`src/rtl/fetch_gen2_pkg.sv`:
```
// Shared definitions for the fetch_gen2 FETCH stage: opcodes, NOP encoding,
// branch direction constants, BTB counter encodings and fetch-queue entry type.
// Optional feature macro: FETCH_BTB_HYSTERESIS_EN selects 2-bit saturating
// BTB counters; when undefined the BTB keeps a single direction bit per entry.
package fetch_gen2_pkg;

    localparam logic [5:0]  OPCODE_BEQ = 6'b000100;
    localparam logic [5:0]  OPCODE_BNE = 6'b000101;
    localparam logic [31:0] NOP        = 32'h0000_0000;

    localparam logic TAKEN     = 1'b1;
    localparam logic NOT_TAKEN = 1'b0;

    typedef enum logic [1:0] {
        STRONG_NT = 2'b00,
        WEAK_NT   = 2'b01,
        WEAK_T    = 2'b10,
        STRONG_T  = 2'b11
    } ctr_e;

`ifdef FETCH_BTB_HYSTERESIS_EN
    localparam int CTR_W = 2;
`else
    localparam int CTR_W = 1;
`endif

    // One fetch-queue slot: fetched address, word and predicted direction.
    typedef struct packed {
        logic [31:0] pc;
        logic [31:0] instr;
        logic        pred;
    } fq_entry_t;

    function automatic logic is_branch(input logic [31:0] instr);
        return (instr[31:26] == OPCODE_BEQ) || (instr[31:26] == OPCODE_BNE);
    endfunction

`ifdef FETCH_BTB_HYSTERESIS_EN
    // Saturating step of a 2-bit direction counter.
    function automatic ctr_e ctr_update(input ctr_e cur, input logic taken);
        ctr_e nxt;
        nxt = cur;
        if (taken && (cur != STRONG_T)) begin
            nxt = ctr_e'(2'(cur) + 2'd1);
        end else if (!taken && (cur != STRONG_NT)) begin
            nxt = ctr_e'(2'(cur) - 2'd1);
        end
        return nxt;
    endfunction
`endif

endpackage

```
`src/rtl/fetch_gen2_btb.sv`:
```
// fetch_btb: tagged branch target buffer for fetch_gen2.
// Combinational lookup port, synchronous update port, async active-low reset
// clearing only the valid bits. Counter width follows FETCH_BTB_HYSTERESIS_EN.
module fetch_btb
    import fetch_gen2_pkg::*;
#(
    parameter int BTB_ENTRIES = 64,
    parameter int TAG_BITS    = 8
) (
    input  logic        clk,
    input  logic        rst_n,
    input  logic [31:0] rd_pc_i,
    output logic        rd_hit_o,
    output logic        rd_taken_o,
    output logic [31:0] rd_target_o,
    input  logic        wr_en_i,
    input  logic [31:0] wr_pc_i,
    input  logic [31:0] wr_target_i,
    input  logic        wr_taken_i
);

    localparam int IDX_W  = $clog2(BTB_ENTRIES);
    localparam int TAG_LO = IDX_W + 2;

    logic [BTB_ENTRIES-1:0] valid_q;
    logic [TAG_BITS-1:0]    tag_q    [BTB_ENTRIES];
    logic [31:0]            target_q [BTB_ENTRIES];
    logic [CTR_W-1:0]       ctr_q    [BTB_ENTRIES];

    logic [IDX_W-1:0]    rd_idx;
    logic [IDX_W-1:0]    wr_idx;
    logic [TAG_BITS-1:0] rd_tag;
    logic [TAG_BITS-1:0] wr_tag;
    logic [CTR_W-1:0]    ctr_d;

    // Word-offset and upper PC bits take no part in indexing or tagging.
    logic unused_pc_bits;
    assign unused_pc_bits = ^{rd_pc_i, wr_pc_i};

    assign rd_idx = rd_pc_i[TAG_LO-1:2];
    assign rd_tag = rd_pc_i[TAG_LO+TAG_BITS-1:TAG_LO];
    assign wr_idx = wr_pc_i[TAG_LO-1:2];
    assign wr_tag = wr_pc_i[TAG_LO+TAG_BITS-1:TAG_LO];

    // Lookup reads registered storage, so a same-cycle update is not visible.
    assign rd_hit_o    = valid_q[rd_idx] && (tag_q[rd_idx] == rd_tag);
    assign rd_taken_o  = rd_hit_o ? ctr_q[rd_idx][CTR_W-1] : NOT_TAKEN;
    assign rd_target_o = target_q[rd_idx];

`ifdef FETCH_BTB_HYSTERESIS_EN
    logic wr_hit;
    assign wr_hit = valid_q[wr_idx] && (tag_q[wr_idx] == wr_tag);

    // Hits step the existing counter; misses allocate in the weak state.
    always_comb begin
        ctr_d = wr_taken_i ? WEAK_T : WEAK_NT;
        if (wr_hit) begin
            ctr_d = ctr_update(ctr_e'(ctr_q[wr_idx]), wr_taken_i);
        end
    end
`else
    // Single-bit history: the last resolved direction, hit or miss alike.
    always_comb begin
        ctr_d = CTR_W'(wr_taken_i);
    end
`endif

    // Valid bits are the only BTB state reset has to clear.
    always_ff @(posedge clk or negedge rst_n) begin
        if (!rst_n) begin
            valid_q <= '0;
        end else if (wr_en_i) begin
            valid_q[wr_idx] <= 1'b1;
        end
    end

    // Entry payload; rewriting the tag on a hit is harmless and keeps one path.
    always_ff @(posedge clk) begin
        if (wr_en_i && rst_n) begin
            tag_q[wr_idx]    <= wr_tag;
            target_q[wr_idx] <= wr_target_i;
            ctr_q[wr_idx]    <= ctr_d;
        end
    end

endmodule

```
`src/rtl/fetch_gen2.sv`:
```
// fetch_gen2: FETCH stage with BTB direction/target prediction and a
// FETCH_DEPTH-entry fetch queue decoupling the PC from decode stalls.
// Per-cycle priority: reset > flush > cache_stall > normal fetch.
// Optional feature macro: FETCH_BTB_HYSTERESIS_EN (see fetch_btb).
module fetch_gen2
    import fetch_gen2_pkg::*;
#(
    parameter int          BTB_ENTRIES = 64,
    parameter int          TAG_BITS    = 8,
    parameter int          FETCH_DEPTH = 4,
    parameter logic [31:0] RESET_PC    = 32'd0
) (
    input  logic        clk,
    input  logic        reset,
    input  logic [31:0] INSTRUCTION,
    output logic [31:0] FETCH_PC,
    input  logic        cache_stall,
    input  logic        hazard_stall,
    input  logic        flush,
    input  logic        branch_result,
    input  logic [31:0] RECOVER_TAKEN,
    input  logic [31:0] RECOVER_NOT_TAKEN,
    input  logic        bpt_write_enable,
    input  logic [31:0] BPT_WRITE_PC,
    input  logic [31:0] BPT_TARGET,
    input  logic        bpt_taken,
    output logic        out_valid,
    output logic [31:0] REG_PC,
    output logic [31:0] REG_INSTRUCTION,
    output logic        reg_prediction
);

    localparam int                PTR_W     = $clog2(FETCH_DEPTH);
    localparam int                CNT_W     = PTR_W + 1;
    localparam logic [CNT_W-1:0]  DEPTH_CNT = CNT_W'(FETCH_DEPTH);

    logic [31:0]      pc_q,    pc_d;
    logic [PTR_W-1:0] head_q,  head_d;
    logic [PTR_W-1:0] tail_q,  tail_d;
    logic [CNT_W-1:0] count_q, count_d;
    fq_entry_t        fq_q [FETCH_DEPTH];
    fq_entry_t        head_entry;

    logic        push;
    logic        pop;
    logic        full;
    logic        pred_taken;
    logic        btb_hit;
    logic        btb_taken;
    logic [31:0] btb_target;

    fetch_btb #(
        .BTB_ENTRIES (BTB_ENTRIES),
        .TAG_BITS    (TAG_BITS)
    ) u_btb (
        .clk         (clk),
        .rst_n       (reset),
        .rd_pc_i     (pc_q),
        .rd_hit_o    (btb_hit),
        .rd_taken_o  (btb_taken),
        .rd_target_o (btb_target),
        .wr_en_i     (bpt_write_enable),
        .wr_pc_i     (BPT_WRITE_PC),
        .wr_target_i (BPT_TARGET),
        .wr_taken_i  (bpt_taken)
    );

    assign FETCH_PC  = pc_q;
    assign full      = (count_q == DEPTH_CNT);
    assign out_valid = (count_q != '0);

    // BTB direction only matters for words that really are conditional branches.
    assign pred_taken = is_branch(INSTRUCTION) && btb_hit && (btb_taken == TAKEN);

    // Next PC and queue bookkeeping; flush overrides stalls, full gates push.
    always_comb begin
        pc_d    = pc_q;
        head_d  = head_q;
        tail_d  = tail_q;
        count_d = count_q;
        push    = 1'b0;
        pop     = 1'b0;
        if (flush) begin
            pc_d    = branch_result ? RECOVER_TAKEN : RECOVER_NOT_TAKEN;
            head_d  = '0;
            tail_d  = '0;
            count_d = '0;
        end else if (!cache_stall) begin
            push = !full;
            pop  = out_valid && !hazard_stall;
            if (push) begin
                pc_d   = pred_taken ? btb_target : (pc_q + 32'd4);
                tail_d = tail_q + PTR_W'(1);
            end
            if (pop) begin
                head_d = head_q + PTR_W'(1);
            end
            if (push && !pop) begin
                count_d = count_q + CNT_W'(1);
            end else if (!push && pop) begin
                count_d = count_q - CNT_W'(1);
            end
        end
    end

    // PC and queue control state; async reset empties the queue at once.
    always_ff @(posedge clk or negedge reset) begin
        if (!reset) begin
            pc_q    <= RESET_PC;
            head_q  <= '0;
            tail_q  <= '0;
            count_q <= '0;
        end else begin
            pc_q    <= pc_d;
            head_q  <= head_d;
            tail_q  <= tail_d;
            count_q <= count_d;
        end
    end

    // Queue payload needs no reset: outputs are masked while the queue is empty.
    always_ff @(posedge clk) begin
        if (push) begin
            fq_q[tail_q] <= '{pc: pc_q, instr: INSTRUCTION, pred: pred_taken};
        end
    end

    assign head_entry      = fq_q[head_q];
    assign REG_PC          = out_valid ? head_entry.pc    : 32'd0;
    assign REG_INSTRUCTION = out_valid ? head_entry.instr : NOP;
    assign reg_prediction  = out_valid ? head_entry.pred  : 1'b0;

endmodule

```
`config.mk`:
```
export PLATFORM = sky130hd
export DESIGN_NAME = fetch_gen2
export DESIGN_NICKNAME = d
export VERILOG_FILES = /design/src/rtl/fetch_gen2_pkg.sv /design/src/rtl/fetch_gen2_btb.sv /design/src/rtl/fetch_gen2.sv
export SDC_FILE = /design/constraint.sdc
export NUM_CORES = 2
export LEC_CHECK = 0
export BUFFER_PORTS_ARGS = -buffer_cell sky130_fd_sc_hd__buf_4
export CAP_MARGIN = 40
export CORE_UTILIZATION = 35
export CTS_CLUSTER_DIAMETER = 40
export DETAILED_ROUTE_END_ITERATION = 7
export GPL_ROUTABILITY_DRIVEN = 0
export PLACE_DENSITY = 0.59
export SYNTH_ARGS = -nofsm -noshare
export SYNTH_HDL_FRONTEND = slang
export SYNTH_SLANG_ARGS = --single-unit
```
`constraint.sdc`:
```
create_clock -name clk -period 3.4 [get_ports clk]
set_clock_uncertainty 0.1 [all_clocks]
set_input_delay 0.51 -clock clk [delete_from_list [all_inputs] [get_ports clk]]
set_output_delay 0.51 -clock clk [all_outputs]
set_load 0.1 [all_outputs]
```
# == Word-level counts from Yosys, hierarchy flattened ==
# Memory sizes are Yosys's and may differ from the RTL's.
# Cells that the tools add are included.
# Widths: inputs -> output; s select.
# totals
mem_bits_rw,2884
output_inout_bits,98
word_cells,71
n_memories,4
ff_bits,103
in_bits,168
# memory_table
name,depth,word_bits,read_ports,rd_ports_with_merged_regs,write_ports,line,text
u_btb.target_q,64,32,1,0,1,fetch_gen2_btb.sv:27,logic [31:0] target_q [BTB_ENTRIES];
u_btb.tag_q,64,8,1,0,1,fetch_gen2_btb.sv:26,logic [TAG_BITS-1:0] tag_q [BTB_ENTRIES];
fq_q,4,65,1,0,1,fetch_gen2.sv:41,fq_entry_t fq_q [FETCH_DEPTH];
u_btb.ctr_q,64,1,1,0,1,fetch_gen2_btb.sv:28,logic [CTR_W-1:0] ctr_q [BTB_ENTRIES];
# classes
n_eq_ne,6
bitwise_logic,1
reduce_logical,18
magnitude_cmp,3
n_mux,29
n_addsub,5
# ops
op,n
$mux 32,7
$or 64x64->64,1
$add 32x3->32 const B,1
$lt 6x7->1 const B,2
$eq 6x3->1 const B,2
$mux 2,6
$mux 3,4
$mux 1,10
$eq 8x8->1,1
$logic_and 1x1->1,8
$bmux 1 s6,1
$demux 1 s6,1
$ge 6x1->1 const B,1
$reduce_and 2->1,3
$reduce_bool 3->1,2
$add 2x1->2 const B,2
$add 3x1->3 const B,1
$eq 3x3->1 const B,1
$logic_not 1->1,3
$sub 3x1->3 const B,1
$ne 2x1->1 const B,1
$ne 2x2->1 const B,1
$reduce_bool 2->1,1
$logic_or 1x1->1,1

# == Longest topological paths before layout ==
# logic_depth
word_depth,9
mapped_depth,15
depth_no_buf,9

# == Modules after synthesis ==
# Synthesis repeated with hierarchy kept, for this count alone.
# hier_totals
hier_cells,4979
area_unflattened_um2,115797.3
# modules_own_cells
module,instances,cells_each,seq_area_each_um2,area_per_inst_um2
fetch_btb,1,4185,80397.1,102752.3
fetch_gen2,1,794,8783.4,13045.0

# == Worst setup path after synthesis ==
# Ideal clock, no wire load.
# synth_path
path_kind,reg-to-reg
from,reg pc_q[2] (netlist: FETCH_PC[2])
to,reg pc_q[12] (netlist: FETCH_PC[12])
setup_slack_ns,-0.709
period_less_slack_ns,4.109
path_buffers,5
stages_incl_launch_ff,11
required_time_ns,3.154
setup_time_ns,0.146
t_arrival_ns,3.863
cell_sequence,dfrtp_1 > buf_6 > buf_6 > buf_6 > buf_6 > buf_1 > mux4_2 > mux4_2 > mux4_2 > mux2i_1 > a221oi_1
# synth_via
elab_chain_len,9
word_cells_on_any_way,15
classes_between,add/sub (1); eq/ne (1); mux (7); reduce/logical (3); memory (3)
# synth_rtl
item,line,text
from (decl),fetch_gen2.sv:37,"logic [31:0] pc_q, pc_d;"
from (signal assigned),fetch_gen2.sv:114,pc_q <= pc_d;
$mem_v2 64x8 / $bmux 1 s6 (equally long branches),-,
$eq 8x8->1 / $mux 1 (equally long branches),fetch_gen2_btb.sv:46,assign rd_hit_o = valid_q[rd_idx] && (tag_q[rd_idx] == rd_tag);
$logic_and 1x1->1,fetch_gen2_btb.sv:46,
$mux 1 / $logic_and 1x1->1 (equally long branches),"fetch_gen2_btb.sv:47, fetch_gen2.sv:73",
$logic_and 1x1->1,fetch_gen2.sv:73,assign pred_taken = is_branch(INSTRUCTION) && btb_hit && (btb_taken == TAKEN);
$mux 32 *,fetch_gen2.sv:92,pc_d = pred_taken ? btb_target : (pc_q + 32'd4);
$mux 32 *,fetch_gen2.sv:91,if (push) begin
$mux 32 *,fetch_gen2.sv:88,end else if (!cache_stall) begin
$mux 32 *,fetch_gen2.sv:83,if (flush) begin
# Every way passes the cells marked *; elsewhere a longest branch is shown, timed or not. The select of a mux whose other input is x is not followed.
# A chain may end at the register's enable or synchronous reset.

# == Final worst setup path ==
# layout_path
from,reg pc_q[2] (netlist: FETCH_PC[2])
to,reg pc_q[25] (netlist: FETCH_PC[25])
# Same word-level chain as after synthesis.

==> results.cfg <==
[clock_tree]
cts_root_buf = clkbuf_16
clk_pin_slew_ns = 0.05
cts_tree = yes
htree_levels = 5
cts.path.max_buffers = 4
clock_latency_ns = 0.93
clock_sinks = 2987
cts_buffers = 417

[sta]
fmax_ghz = 0.268
finalHoldViolations = 0
setup_viol = 36
rsz0062_at_grt = yes
period_needed_ns = 3.73
slew_viol_final = 0
worst_pin_slew_ns = 0.902
finalSetupTns_ns = -9.42
setup_ws_ns = -0.334
holdWs_ns = 0.0287
min_period_over_period_pct = 110
max-slew-margin-rel_pct = 39.8

[place]
pre_cts_slack_ns = -0.792
portBuffers = 247
dp_hpwl_um = 194000
placed_cells = 9771

[min_path]
hold_path_end = u_btb.target_q[52][7]
min-delay-start = BPT_TARGET[7]
holdPathStages = 1
hp-class = in2reg

[floorplanning]
fp.dieH_um = 576
core_area_sq_mm = 0.327
die_area_sq_mm = 0.331
initial_core_util_pct = 35.2
num_rows = 210
fp.dieW_um = 576
ios = 266

[setup_path]
cp-start-kind = register
critPathKind = reg2reg
cp.arrival_ns = 4.37
cp_max_fo = 8
ff2ff_setup_slack_ns = -0.33
end_kind = register
r2r-start = FETCH_PC[2]
worst-r2r-cell-count = 10
reg2reg_to = FETCH_PC[25]
cp.required_ns = 4.04

[global_routing]
grt_max_degree = 68
track_usage_pct = 20.4
grt-ovfl-total = 0
antenna_found_initial = 28
grt_pass1_wl_um = 476000
grt_pass1_vias = 60400

[synth]
yosysWarnings = 0
synth_nets = 5100
avgSynthCellArea_sq_um = 23.4
ys_types = 68
yosys-top-cells-area = edfxtp_1 75%, mux4_2 17%, dfrtp_1 2.2%
synth_edf_count = 2884
ys_seq_elements = 2987
syn_inst = 4926
synth_top_cell_by_area = edfxtp_1
yosys-top-cells-count = 2884 x edfxtp_1, 859 x mux4_2, 109 x clkbuf_1
synth_top_area_share_pct = 75.2
ys_async_sr_fraction_pct = 3.45
yosysSeqAreaShare_pct = 77.5
synth_area_sq_mm = 0.115
synthFlopType = edfxtp_1
synthMostInstantiatedCell = edfxtp_1

[detailed_routing]
routed_wl_um = 344000
routedWlPerCell_um = 32.1
drc = 0
vias = 59800
drtAntennaViolNets = 0
firstDrtPassIters = 6
post_drt_via_cell_ratio = 5.58
drt-initial-drc-count = 7740

[status]
violations = setup timing
status = complete, but fails checks

[power_and_ir_drop]
leakage_uw = 0.0475
ir_drop_v = 0.000448
p_per_area_mw_per_mm2 = 684
total_power_uw = 99300

[finish]
fillers = 27300
fin_cells = 10700
area_delta_synth_final_pct = 26.0
layout.nets = 6197
drive_above_1_share_pct = 40.9

[run]
cap_violations = 0
-- cell type report --
| cell class | count | area (sq um) | share of cell area (%) |
|---|---|---|---|
| sequential | 2987 | 89200 | 61.5 |
| multi-input combinational | 1657 | 25600 | 17.7 |
| clock buffer | 460 | 10700 | 7.41 |
| timing repair buffer | 946 | 10400 | 7.16 |
| tap | 4346 | 5440 | 3.75 |
| clock inverter | 310 | 3610 | 2.49 |
| inverter | 14 | 58.8 | 0.0405 |
| antenna | 5 | 12.5 | 0.00863 |
-- flip-flops by register name, summed over array words and instances (netlist names) --
signal and count:
u_btb.tag_q 512, fq_q 260, u_btb.valid_q 64, head_q 2, u_btb.target_q 2048, count_q 3, u_btb.ctr_q 64, tail_q 2
FETCH_PC 32
-- report_power, final --
| part | internal, uW | switching (uW) | total [uW] | leakage [uW] |
|---|---|---|---|---|
| clock | 27200 | 16900 | 44100 | 0.00685 |
| sequential | 40900 | 268 | 41100 | 0.0272 |
| combinational | 6150 | 7920 | 14100 | 0.0135 |
| total | 74200 | 25000 | 99300 | 0.0475 |
-- per-stage QoR --
stage	instance area, sq um	utilization, %
2_1_floorplan	116000	-
4_1_cts	145000	44.1
6_report	145000	44.3
5_1_grt	145000	44.3
3_3_place_gp	128000	39.0
3_5_place_dp	128000	39.0
-- logic make-up (layout without fill, tap and decap cells) --
logic type / count (synthesis) / count (layout) / synth area share (%)
DFF: 2987 / 2987 / 77.5
muxes: 948 / 948 / 17.6
and+or+nand+nor: 425 / 425 / 1.87
buffers and inverters: 282 / 1730 / 1.19
AOI/OAI and AO/OA: 240 / 240 / 1.53
xor gates and xnor gates: 38 / 38 / 0.289
adders and majority gates: 6 / 6 / 0.0717
other: 0 / 5 / 0
-- worst max path at each step --
| stage | slack, ns | from | end | cells after the start |
|---|---|---|---|---|
| CTS | -0.27 | FETCH_PC[2] | FETCH_PC[18] | 10 |
| global route | -0.39 | FETCH_PC[2] | FETCH_PC[16] | 15 |
| global placement | -0.88 | FETCH_PC[3] | FETCH_PC[2] | 14 |
| floorplan | -0.58 | BPT_WRITE_PC[2] | u_btb.ctr_q[25] | 4 |
| detailed placement | -0.79 | FETCH_PC[3] | FETCH_PC[2] | 14 |
| finish | -0.33 | FETCH_PC[2] | FETCH_PC[25] | 10 |
-- worst max-delay path, stage by stage, from the launching register on --
cell and delay, ns:
dfrtp_4 0.51, buf_12 0.22, buf_16 0.20, buf_12 0.15, buf_16 0.15, buf_6 0.14
mux4_2 0.52, mux4_2 0.59, mux4_2 0.63, mux2i_1 0.22, a221oi_2 0.08
-- what timing repair did --
item / 4_1_cts / 5_1_grt
setup buffers: 52 / 32
endpoints found under the hold margin: 741 / 0
pin swaps: 29 / 17
gates cloned: 17 / 2
gates resized for setup: 125 / 44
setup endpoints to repair: 90 / 37
hold buffers: 81 / 0
-- metal layers --
metal | wire length [um] | GRT usage (%) | share of wire (%) | vias up
met5 | 102 | 0 | 0.030 | -
met4 | 9000 | 5.47 | 2.6 | 16
met3 | 30500 | 3.95 | 8.9 | 541
met2 | 162000 | 32.5 | 47 | 3109
met1 | 142000 | 28.8 | 41 | 32700
li1 | - | - | - | 23500
-- cells in the final DEF, fill, tap and decap left out, drive strengths merged, types with 9 or more instances in the layout --
master,n
o21bai,12
nor2,105
mux4,859
o211ai,12
o21ai,23
nand3,45
nand2,75
a22oi,9
xnor2,33
dfrtp,103
nand3b,10
dlygate4sd3,81
o22ai,29
a221oi,27
nand2b,11
nand4,14
clkinvlp,63
a21o,55
bufbuf,9
nor2b,13
and2,71
buf,854
clkinv,143
and3,9
edfxtp,2884
mux2,15
clkbuf,462
bufinv,54
nor3,42
inv,64
a21oi,17
mux2i,74
(Power assumes the default switching activity.)
